==> config.mk <==
export PLATFORM = sky130hd
export DESIGN_NAME = weight1_reader
export DESIGN_NICKNAME = d
export VERILOG_FILES = /design/src/rtl/nn_pkg.sv /design/src/rtl/w_skid_fifo.sv /design/src/rtl/weight1_reader.sv
export SDC_FILE = /design/constraint.sdc
export NUM_CORES = 1
export LEC_CHECK = 0
export ABC_AREA = 1
export BUFFER_PORTS_ARGS = -buffer_cell sky130_fd_sc_hd__buf_2
export CAP_MARGIN = 10
export CORE_MARGIN = 1.5
export CORE_UTILIZATION = 60
export CTS_CLUSTER_SIZE = 8
export DETAILED_ROUTE_END_ITERATION = 8
export MAX_ROUTING_LAYER = met4
export PLACE_DENSITY = 0.95
export RECOVER_POWER = 50
export SYNTH_ARGS = -nofsm -noshare
export SYNTH_HDL_FRONTEND = slang
export SYNTH_SLANG_ARGS = --single-unit
==> constraint.sdc <==
create_clock -name clk_i -period 6.7 [get_ports clk_i]
set_input_delay 0.335 -clock clk_i [delete_from_list [all_inputs] [get_ports clk_i]]
set_output_delay 0.335 -clock clk_i [all_outputs]
set_load 0.02 [all_outputs]
==> src/rtl/nn_pkg.sv <==
// Shared constants, FSM state encoding and stream beat type for the layer-1 weight path.
package nn_pkg;

    localparam int ROW_LEN  = 784;
    localparam int NUM_ROWS = 200;
    localparam int DW       = 16;
    localparam int AW       = 18;
    localparam int KW       = 10;

    localparam logic [1:0] ST_IDLE  = 2'd0;
    localparam logic [1:0] ST_RUN   = 2'd1;
    localparam logic [1:0] ST_DRAIN = 2'd2;
    localparam logic [1:0] ST_FIN   = 2'd3;

    typedef struct packed {
        logic          last;
        logic [DW-1:0] data;
    } beat_t;

    function automatic logic [AW-1:0] row_base(input logic [7:0] row);
        return AW'(row) * AW'(ROW_LEN);
    endfunction

endpackage

==> src/rtl/w_skid_fifo.sv <==
// Two-entry output buffer (data + last) with a credit count for the read issuer.
module w_skid_fifo
    import nn_pkg::*;
(
    input  logic       clk_i,
    input  logic       rst_n_i,
    input  logic       push_i,
    input  beat_t      push_beat_i,
    input  logic       ready_i,
    output beat_t      head_o,
    output logic       valid_o,
    output logic       pop_o,
    output logic [1:0] credit_o
);

    beat_t      mem_q [2];
    logic       wr_ptr_q;
    logic       rd_ptr_q;
    logic [1:0] occ_q;
    logic [1:0] occ_d;

    assign valid_o = (occ_q != 2'd0);
    assign pop_o   = valid_o & ready_i;
    assign head_o  = mem_q[rd_ptr_q];

    // Free slots once this cycle's pop retires, so a read can issue alongside a pop.
    assign credit_o = 2'd2 - occ_q + {1'b0, pop_o};

    always_comb begin
        occ_d = occ_q;
        if (push_i && !pop_o) begin
            occ_d = occ_q + 2'd1;
        end else if (!push_i && pop_o) begin
            occ_d = occ_q - 2'd1;
        end
    end

    always_ff @(posedge clk_i or negedge rst_n_i) begin
        if (!rst_n_i) begin
            mem_q[0] <= '0;
            mem_q[1] <= '0;
            wr_ptr_q <= 1'b0;
            rd_ptr_q <= 1'b0;
            occ_q    <= 2'd0;
        end else begin
            if (push_i) begin
                mem_q[wr_ptr_q] <= push_beat_i;
                wr_ptr_q        <= ~wr_ptr_q;
            end
            if (pop_o) begin
                rd_ptr_q <= ~rd_ptr_q;
            end
            occ_q <= occ_d;
        end
    end

endmodule

==> src/rtl/weight1_reader.sv <==
// Fetches one 784-weight neuron row from the layer-1 weight SRAM as a valid/ready stream.
// Optional running checksum of accepted weights: define WEIGHT1_READER_CHECKSUM_EN.
//
// state    | meaning
// IDLE     | waiting for start; first read of a legal row issues on the accepting edge's next cycle
// RUN      | issuing reads base+k while the buffer has credit
// DRAIN    | all reads issued; waiting for the last beat to be accepted
// FIN      | done pulse (an error entry spends one cycle here before pulsing)
module weight1_reader
    import nn_pkg::*;
(
    input  logic          clk_i,
    input  logic          rst_n_i,
    input  logic          start_i,
    input  logic [7:0]    row_idx_i,
    output logic          busy_o,
    output logic          done_o,
    output logic          err_o,
    output logic          sram_we_o,
    output logic [DW-1:0] sram_d_o,
    output logic [AW-1:0] sram_addr_o,
    input  logic [DW-1:0] sram_q_i,
    output logic [DW-1:0] w_data_o,
    output logic          w_valid_o,
    input  logic          w_ready_i,
    output logic          w_last_o,
    output logic [31:0]   checksum_o
);

    logic [1:0]    state_q, state_d;
    logic [AW-1:0] addr_q, addr_d;
    logic [AW-1:0] addr_hold_q;
    logic [KW-1:0] rem_q, rem_d;
    logic          err_q, err_d;
    logic          done_q, done_d;
    logic          rd_vld_q;
    logic          rd_last_q;

    logic          issue;
    logic          last_pop;
    logic          fifo_pop;
    logic          fifo_valid;
    logic [1:0]    fifo_credit;
    beat_t         fifo_head;
    beat_t         push_beat;

    assign issue    = (state_q == ST_RUN) && (fifo_credit > {1'b0, rd_vld_q});
    assign last_pop = fifo_pop & fifo_head.last;

    always_comb begin
        state_d = state_q;
        addr_d  = addr_q;
        rem_d   = rem_q;
        err_d   = err_q;
        done_d  = 1'b0;
        case (state_q)
            ST_IDLE: begin
                if (start_i) begin
                    if (row_idx_i >= 8'(NUM_ROWS)) begin
                        err_d   = 1'b1;
                        state_d = ST_FIN;
                    end else begin
                        err_d   = 1'b0;
                        addr_d  = row_base(row_idx_i);
                        rem_d   = KW'(ROW_LEN - 1);
                        state_d = ST_RUN;
                    end
                end
            end
            ST_RUN: begin
                if (issue) begin
                    addr_d = addr_q + AW'(1);
                    if (rem_q == '0) begin
                        state_d = ST_DRAIN;
                    end else begin
                        rem_d = rem_q - KW'(1);
                    end
                end
            end
            ST_DRAIN: begin
                if (last_pop) begin
                    state_d = ST_FIN;
                    done_d  = 1'b1;
                end
            end
            ST_FIN: begin
                if (done_q) begin
                    state_d = ST_IDLE;
                end else begin
                    done_d = 1'b1;
                end
            end
            default: state_d = ST_IDLE;
        endcase
    end

    always_ff @(posedge clk_i or negedge rst_n_i) begin
        if (!rst_n_i) begin
            state_q     <= ST_IDLE;
            addr_q      <= '0;
            addr_hold_q <= '0;
            rem_q       <= '0;
            err_q       <= 1'b0;
            done_q      <= 1'b0;
            rd_vld_q    <= 1'b0;
            rd_last_q   <= 1'b0;
        end else begin
            state_q   <= state_d;
            addr_q    <= addr_d;
            rem_q     <= rem_d;
            err_q     <= err_d;
            done_q    <= done_d;
            rd_vld_q  <= issue;
            rd_last_q <= issue && (rem_q == '0);
            if (issue) begin
                addr_hold_q <= addr_q;
            end
        end
    end

    // The SRAM registers the address itself, so the issued address is presented in the issue cycle.
    assign sram_addr_o = issue ? addr_q : addr_hold_q;
    assign sram_we_o   = 1'b0;
    assign sram_d_o    = '0;

    assign push_beat.last = rd_last_q;
    assign push_beat.data = sram_q_i;

    w_skid_fifo u_fifo (
        .clk_i       (clk_i),
        .rst_n_i     (rst_n_i),
        .push_i      (rd_vld_q),
        .push_beat_i (push_beat),
        .ready_i     (w_ready_i),
        .head_o      (fifo_head),
        .valid_o     (fifo_valid),
        .pop_o       (fifo_pop),
        .credit_o    (fifo_credit)
    );

    assign w_valid_o = fifo_valid;
    assign w_data_o  = fifo_head.data;
    assign w_last_o  = fifo_valid & fifo_head.last;

    assign busy_o = (state_q != ST_IDLE) && !done_q;
    assign done_o = done_q;
    assign err_o  = err_q;

`ifdef WEIGHT1_READER_CHECKSUM_EN
    logic [31:0] csum_q;

    always_ff @(posedge clk_i or negedge rst_n_i) begin
        if (!rst_n_i) begin
            csum_q <= '0;
        end else if ((state_q == ST_IDLE) && start_i) begin
            csum_q <= '0;
        end else if (fifo_pop) begin
            csum_q <= csum_q + {{(32-DW){w_data_o[DW-1]}}, w_data_o};
        end
    end

    assign checksum_o = csum_q;
`else
    assign checksum_o = '0;
`endif

endmodule
==> impl_metrics.json, run 1 <==
{
  "routed-via-count": 4896,
  "clock_buffer_count_from_cts": 9,
  "crit_type": "flip-flop to output pin",
  "ys_ff_latch": 90,
  "postLayoutCellArea_sq_mm": 0.00616,
  "period_share": 0.501,
  "rsz0062_at_grt": "false",
  "first_global_vias": 4480,
  "netlist_instances": 754,
  "n_antenna_cell": 0,
  "power_dens_cells_mw_per_mm2": 462,
  "cap_violations": 1,
  "timing.critical_path.to_type": "output pin",
  "clk_pin_slew_ns": 0.11,
  "totalPowerFinal_mw": 2.85,
  "synth_top_cell_area_share": 0.390,
  "worst_skew_pair.late_latency_ns": 0.37,
  "switching_share": 0.504,
  "p_seq_frac": 0.339,
  "synthDistinctLibCells": 36,
  "yosysWarnings": 0,
  "synthAdderAreaFrac": 0.104,
  "globalRoute.totalOverflow": 0,
  "timing_hold_violations_final": 0,
  "detailed_place_hpwl_microns": 8670,
  "period_needed_ns": 3.36,
  "clkSinkCount": 90,
  "worstSetupStartpointType": "flip-flop",
  "worst_hold_startpoint": "sram_q_i[0]",
  "switching_power_mw": 1.44,
  "outcome": "finished with violations",
  "mux_contribution_to_synthesized_area": 0.00195,
  "floorplan.rows": 35,
  "netlist_area_sq_mm": 0.00577,
  "total_length_of_routed_met3_wires_microns": 915,
  "worst-r2r-setup-slack_ns": 3.86,
  "floorplan.initialDensity": 0.622,
  "dominant_combinational_cell_family_by_area_after_synthesis": "simple AND/OR/NAND/NOR gates",
  "layout_cells_sized_above_1": 0.120,
  "irDropWorstVdd_v": 0.000185,
  "ys_top_cells_by_area": "sky130_fd_sc_hd__dfrtp_1 (39%), sky130_fd_sc_hd__nand2_1 (17%), sky130_fd_sc_hd__ha_1 (9.3%)",
  "number_of_top_level_design_ports": 116,
  "antenna_found_initial": 0,
  "worstPathMaxFanout": 36,
  "required_ns": 6.36,
  "finalCoreUtilization": 0.664,
  "cts_max_level": 3,
  "relSlewSlack": -0.0886,
  "synth_compound_gate_area_share": 0.0724,
  "total_die_area_sq_mm": 0.0102,
  "post_dp_cell_area_sq_mm": 0.00597,
  "finalHoldWorstSlack_ns": 0.229,
  "timing.critical_path.arrival_ns": 3.02,
  "place_congestion": 0.956,
  "setup_tns_ns": 0,
  "yosys_most_used_dff": "sky130_fd_sc_hd__dfrtp_1",
  "synth.yosys.seq_area_share": 0.390,
  "reg_to_reg_end": "addr_q[3]",
  "tightestPinTransition_ns": 1.63,
  "reg2reg_depth": 12,
  "layout-area-overhead-vs-synth_pct": 6.78,
  "whs_path_depth": 3,
  "worst_clock_skew_ns": 0.0112,
  "pwr-share-clk": 0.129,
  "violations_in_the_final_reports": "capacitance limit, slew limit",
  "hold-path-endpoint": "u_fifo.mem_q[17]",
  "yosys.area.top_type": "sky130_fd_sc_hd__dfrtp_1",
  "synth_enable_flop_cells": 0,
  "grt_max_degree": 74,
  "die_height_microns": 101,
  "synth-simple-area-share": 0.275,
  "synth_most_common_cell": "sky130_fd_sc_hd__nand2_1",
  "worstReg2RegStart": "u_fifo.occ_q[0]",
  "firstDrtPassIters": 6,
  "clockRootBuffer": "sky130_fd_sc_hd__clkbuf_8",
  "numPortBuffers": 66,
  "drt_first_iter_violations": 409,
  "grt_first_pass_wirelength_microns": 20300,
  "wl_met2_microns": 5800,
  "timing_max_transition_violations_final": 36,
  "synthXorXnorAreaFrac": 0.0182,
  "comb_power_share": 0.532,
  "dr.max_layer_used": "met4",
  "detail_route.wirelength.met1_microns": 5400,
  "design.final.nets": 885,
  "p_int_mw": 1.41,
  "routed_via_density": 5.18,
  "die_w_microns": 101,
  "synth_top_cells_by_count": "sky130_fd_sc_hd__nand2_1 (254), sky130_fd_sc_hd__dfrtp_1 (90), sky130_fd_sc_hd__inv_1 (79)",
  "async_reset_ff_frac": 1.00,
  "worst_setup_path_startpoint": "u_fifo.occ_q[0]",
  "clock_path_buffers": 2,
  "synth.avg_cell_area_sq_um": 7.66,
  "grt.total_usage": 0.259,
  "drcViolationCount": 0,
  "min-delay-path-class": "primary input to flip-flop",
  "post_drt_wl_per_cell_microns": 13.2,
  "cts_tree": "built",
  "final-setup-viol-count": 0,
  "final_wirelength_microns": 12400,
  "cellLeakagePower_nw": 3.43,
  "clock.fmax_mhz": 298,
  "drtAntennaViolNets": 0,
  "fp.coreArea_sq_mm": 0.00928
}
[per-stage QoR]
step           setup slack (ns)  cells
6_report                   3.34    945
5_1_grt                    3.13    945
4_1_cts                    3.36    945
3_5_place_dp               3.78    928
3_3_place_gp               3.87    928
2_1_floorplan              3.95    802
[flip-flops by register name (all words and copies together) (netlist names)]
name and flops:
addr_q 18, u_fifo.mem_q 34, state_q 2, u_fifo.wr_ptr_q 1, rd_last_q 1, u_fifo.occ_q 2, done_o 1, u_fifo.rd_ptr_q 1
rem_q 10, err_o 1, rd_vld_q 1, addr_hold_q 18
[critical path: stages, from the launching register on]
cell	delay [ns]
sky130_fd_sc_hd__dfrtp_1	0.44
sky130_fd_sc_hd__nor2_1	0.19
sky130_fd_sc_hd__inv_1	0.09
sky130_fd_sc_hd__nand2_1	0.12
sky130_fd_sc_hd__ha_1	0.25
sky130_fd_sc_hd__ha_1	0.26
sky130_fd_sc_hd__or2_1	0.24
sky130_fd_sc_hd__nand2_1	0.09
sky130_fd_sc_hd__nand2_2	0.33
sky130_fd_sc_hd__o21ai_0	0.40
sky130_fd_sc_hd__buf_2	0.23
[placed cells by master, fill, tap and decap left out, types with 9 or more instances in the layout]
master                     instances
sky130_fd_sc_hd__nand2_1         254
sky130_fd_sc_hd__dfrtp_1          90
sky130_fd_sc_hd__inv_1            79
sky130_fd_sc_hd__o21ai_0          70
sky130_fd_sc_hd__buf_2            62
sky130_fd_sc_hd__nand3_1          50
sky130_fd_sc_hd__conb_1           49
sky130_fd_sc_hd__ha_1             43
sky130_fd_sc_hd__nor2_1           38
sky130_fd_sc_hd__clkbuf_8          9
[worst max path at each step]
stage / to / slack [ns] / cells after the start
6_report: sram_addr_o[13] / 3.34 / 10
5_1_grt: sram_addr_o[13] / 3.13 / 10
4_1_cts: sram_addr_o[13] / 3.36 / 10
3_5_place_dp: addr_q[16] / 3.78 / 17
3_3_place_gp: sram_addr_o[2] / 3.87 / 10
2_1_floorplan: sram_addr_o[10] / 3.95 / 10
[power groups by stage]
stage | logic (mW) | clock network (mW) | registers [mW]
6_report | 1.52 | 0.367 | 0.964
4_1_cts | 1.51 | 0.366 | 0.958
3_5_place_dp | 1.49 | 0 | 0.960
5_1_grt | 1.71 | 0.389 | 0.991
2_1_floorplan | 1.21 | 0 | 0.912
3_3_place_gp | 1.43 | 0 | 0.951
[timing repair]
action	in CTS	in global routing
setup buffers	0	0
hold buffers	1	0
resized for setup	0	0
endpoints found under the hold margin	17	0
[kinds of logic after synthesis]
kind of cell	Yosys count
xor gates and xnor gates	12
muxes	1
AOI/OAI and AO/OA	83
buffers and inverters	151
DFF	90
and+or+nand+nor	370
adders and majority gates	46
other	1
[cell type report]
cell class / count / area [sq um]
Tap cell: 129 / 161
Multi-Input combinational cell: 561 / 2900
Clock buffer: 9 / 124
Timing Repair Buffer: 69 / 350
Clock inverter: 7 / 72.6
Fill cell: 750 / 3120
Sequential cell: 90 / 2250
Inverter: 80 / 300
[layer usage]
| metal | GRT usage | up-vias |
|---|---|---|
| met5 | - | - |
| met1 | 0.331 | 2293 |
| met2 | 0.401 | 189 |
| met3 | 0.0499 | 33 |
| li1 | - | 2381 |
| met4 | 0.114 | 0 |
Power figures use the tool's default switching activity.
==> inputs of run 2 (changes only) <==
Settings changed: CORE_UTILIZATION 60 to 56, PLACE_DENSITY 0.95 to 0.93.
Clock period 6.7 ns to 3.09 ns, I/O delays scaled along.
==> impl_metrics.json, run 2 (synthesis gave the netlist of run 1 again) <==
{
  "outcome": "finished with violations",
  "violations_in_the_final_reports": "capacitance limit, slew limit",
  "routed-via-count": 4886,
  "globalRoute.totalOverflow": 0,
  "design.final.nets": 888,
  "number_of_top_level_design_ports": 116,
  "grt.total_usage": 0.235,
  "floorplan.rows": 36,
  "timing_hold_violations_final": 0,
  "detailed_place_hpwl_microns": 9060,
  "layout.cells.most_common": "sky130_fd_sc_hd__nand2_1",
  "cts_tree": "built",
  "post_drt_wl_per_cell_microns": 12.8,
  "final_wirelength_microns": 12200,
  "hold-path-endpoint": "u_fifo.mem_q[17]",
  "worst_skew_pair.late_latency_ns": 0.36,
  "total_die_area_sq_mm": 0.0109,
  "min-delay-path-class": "primary input to flip-flop",
  "grt_max_degree": 71,
  "clockRootBuffer": "sky130_fd_sc_hd__clkbuf_8",
  "cellLeakagePower_nw": 3.44,
  "reg2reg_depth": 12,
  "regMostFlops": "u_fifo.mem_q",
  "final-setup-viol-count": 0,
  "biggestRegsByFlops": "u_fifo.mem_q (34), addr_hold_q (18), addr_q (18)",
  "clock.fmax_mhz": 344,
  "drt_first_iter_violations": 497,
  "setup_tns_ns": 0,
  "grt_first_pass_wirelength_microns": 20300,
  "layout_cells_sized_above_1": 0.122,
  "place_congestion": 0.868,
  "whs_path_depth": 3,
  "die_w_microns": 105,
  "clock_path_buffers": 2,
  "drcViolationCount": 0,
  "worstPathMaxFanout": 36,
  "worst_clock_skew_ns": 0.0139,
  "clock_buffer_count_from_cts": 9,
  "cap_violations": 1,
  "routed_via_density": 5.13,
  "period_share": 0.941,
  "cts.repair_timing.setup_buffer_count": 0,
  "timing.critical_path.arrival_ns": 2.75,
  "timing.critical_path.to_type": "output pin",
  "worst_hold_startpoint": "sram_q_i[0]",
  "clkSinkCount": 90,
  "rsz0062_at_grt": "false",
  "required_ns": 2.94,
  "worst-r2r-setup-slack_ns": 0.37,
  "most-common-layout-cells": "sky130_fd_sc_hd__nand2_1 (253), sky130_fd_sc_hd__dfrtp_1 (90), sky130_fd_sc_hd__inv_1 (79)",
  "worstReg2RegStart": "u_fifo.occ_q[0]",
  "crit_type": "flip-flop to output pin",
  "die_height_microns": 105,
  "irDropWorstVdd_v": 0.000465,
  "power_dens_cells_mw_per_mm2": 1000,
  "worstSetupStartpointType": "flip-flop",
  "first_global_vias": 4380,
  "fp.coreArea_sq_mm": 0.00986,
  "period_needed_ns": 2.91,
  "timing_max_transition_violations_final": 71,
  "finalHoldWorstSlack_ns": 0.0478,
  "cts_max_level": 3,
  "drtAntennaViolNets": 0,
  "floorplan.initialDensity": 0.585,
  "relSlewSlack": -0.123,
  "number_of_flip_flops_in_the_largest_register": 34,
  "finalCoreUtilization": 0.629,
  "numPortBuffers": 66,
  "reg_to_reg_end": "addr_q[2]",
  "clk_pin_slew_ns": 0.10,
  "antenna_found_initial": 0,
  "firstDrtPassIters": 5,
  "n_antenna_cell": 0,
  "layout-area-overhead-vs-synth_pct": 7.41,
  "tightestPinTransition_ns": 1.68
}
## run 2: per-stage QoR
| stage | setup slack (ns) | instances | total power [mW] | instance area, sq um |
|---|---|---|---|---|
| 2_1_floorplan | 0.486 | 802 | 4.59 | 5950 |
| 3_3_place_gp | 0.457 | 935 | 5.22 | 5990 |
| 3_5_place_dp | 0.255 | 935 | 5.38 | 5990 |
| 4_1_cts | 0.0655 | 952 | 6.19 | 6210 |
| 5_1_grt | 0.0356 | 952 | 6.76 | 6200 |
| 6_report | 0.182 | 952 | 6.23 | 6200 |
## run 2: what timing repair did
item / 4_1_cts / 5_1_grt
pin swaps: 0 / 1
hold endpoints to repair: 68 / 0
gates resized for setup: 2 / 15
hold buffers: 1 / 0
setup endpoints to repair: 18 / 18
## run 2: cell type report
cell class                 count  area, sq um
multi-input combinational    561         2920
tap                          133          166
fill                         823         3660
clock buffer                   9          124
sequential                    90         2250
timing repair buffer          72          362
inverter                      80          300
clock inverter                 7         73.8
## run 2: report_power, final
part | switching (mW) | total, mW | internal, mW
Sequential | 0.340 | 2.04 | 1.70
Combinational | 2.31 | 3.40 | 1.08
Clock | 0.475 | 0.792 | 0.318
## run 2: how the worst max path moves through the flow
| stage | startpoint | end | slack, ns |
|---|---|---|---|
| 2_1_floorplan | u_fifo.occ_q[0] | addr_hold_q[15] | 0.49 |
| 3_3_place_gp | row_idx_i[1] | addr_q[16] | 0.46 |
| 3_5_place_dp | u_fifo.occ_q[0] | sram_addr_o[2] | 0.25 |
| 4_1_cts | u_fifo.occ_q[0] | sram_addr_o[7] | 0.07 |
| 5_1_grt | u_fifo.occ_q[0] | sram_addr_o[3] | 0.04 |
| 6_report | u_fifo.occ_q[0] | sram_addr_o[15] | 0.18 |
## run 2: metal layers
metal / up-vias / global-route usage / share of wire
li1: 2394 / - / -
met2: 158 / 0.376 / 0.48
met3: 20 / 0.0318 / 0.049
met5: - / - / 0
met4: 0 / 0.0675 / 0.015
met1: 2314 / 0.313 / 0.45
## run 2: critical path, cell delays in order (launching register included)
cell and delay [ns]:
sky130_fd_sc_hd__dfrtp_1 0.45, sky130_fd_sc_hd__nor2_2 0.17, sky130_fd_sc_hd__inv_1 0.07, sky130_fd_sc_hd__nand2_1 0.13, sky130_fd_sc_hd__ha_1 0.26, sky130_fd_sc_hd__ha_1 0.27
sky130_fd_sc_hd__or2_1 0.26, sky130_fd_sc_hd__nand2_2 0.14, sky130_fd_sc_hd__nand2_8 0.15, sky130_fd_sc_hd__o21ai_0 0.27, sky130_fd_sc_hd__buf_2 0.21
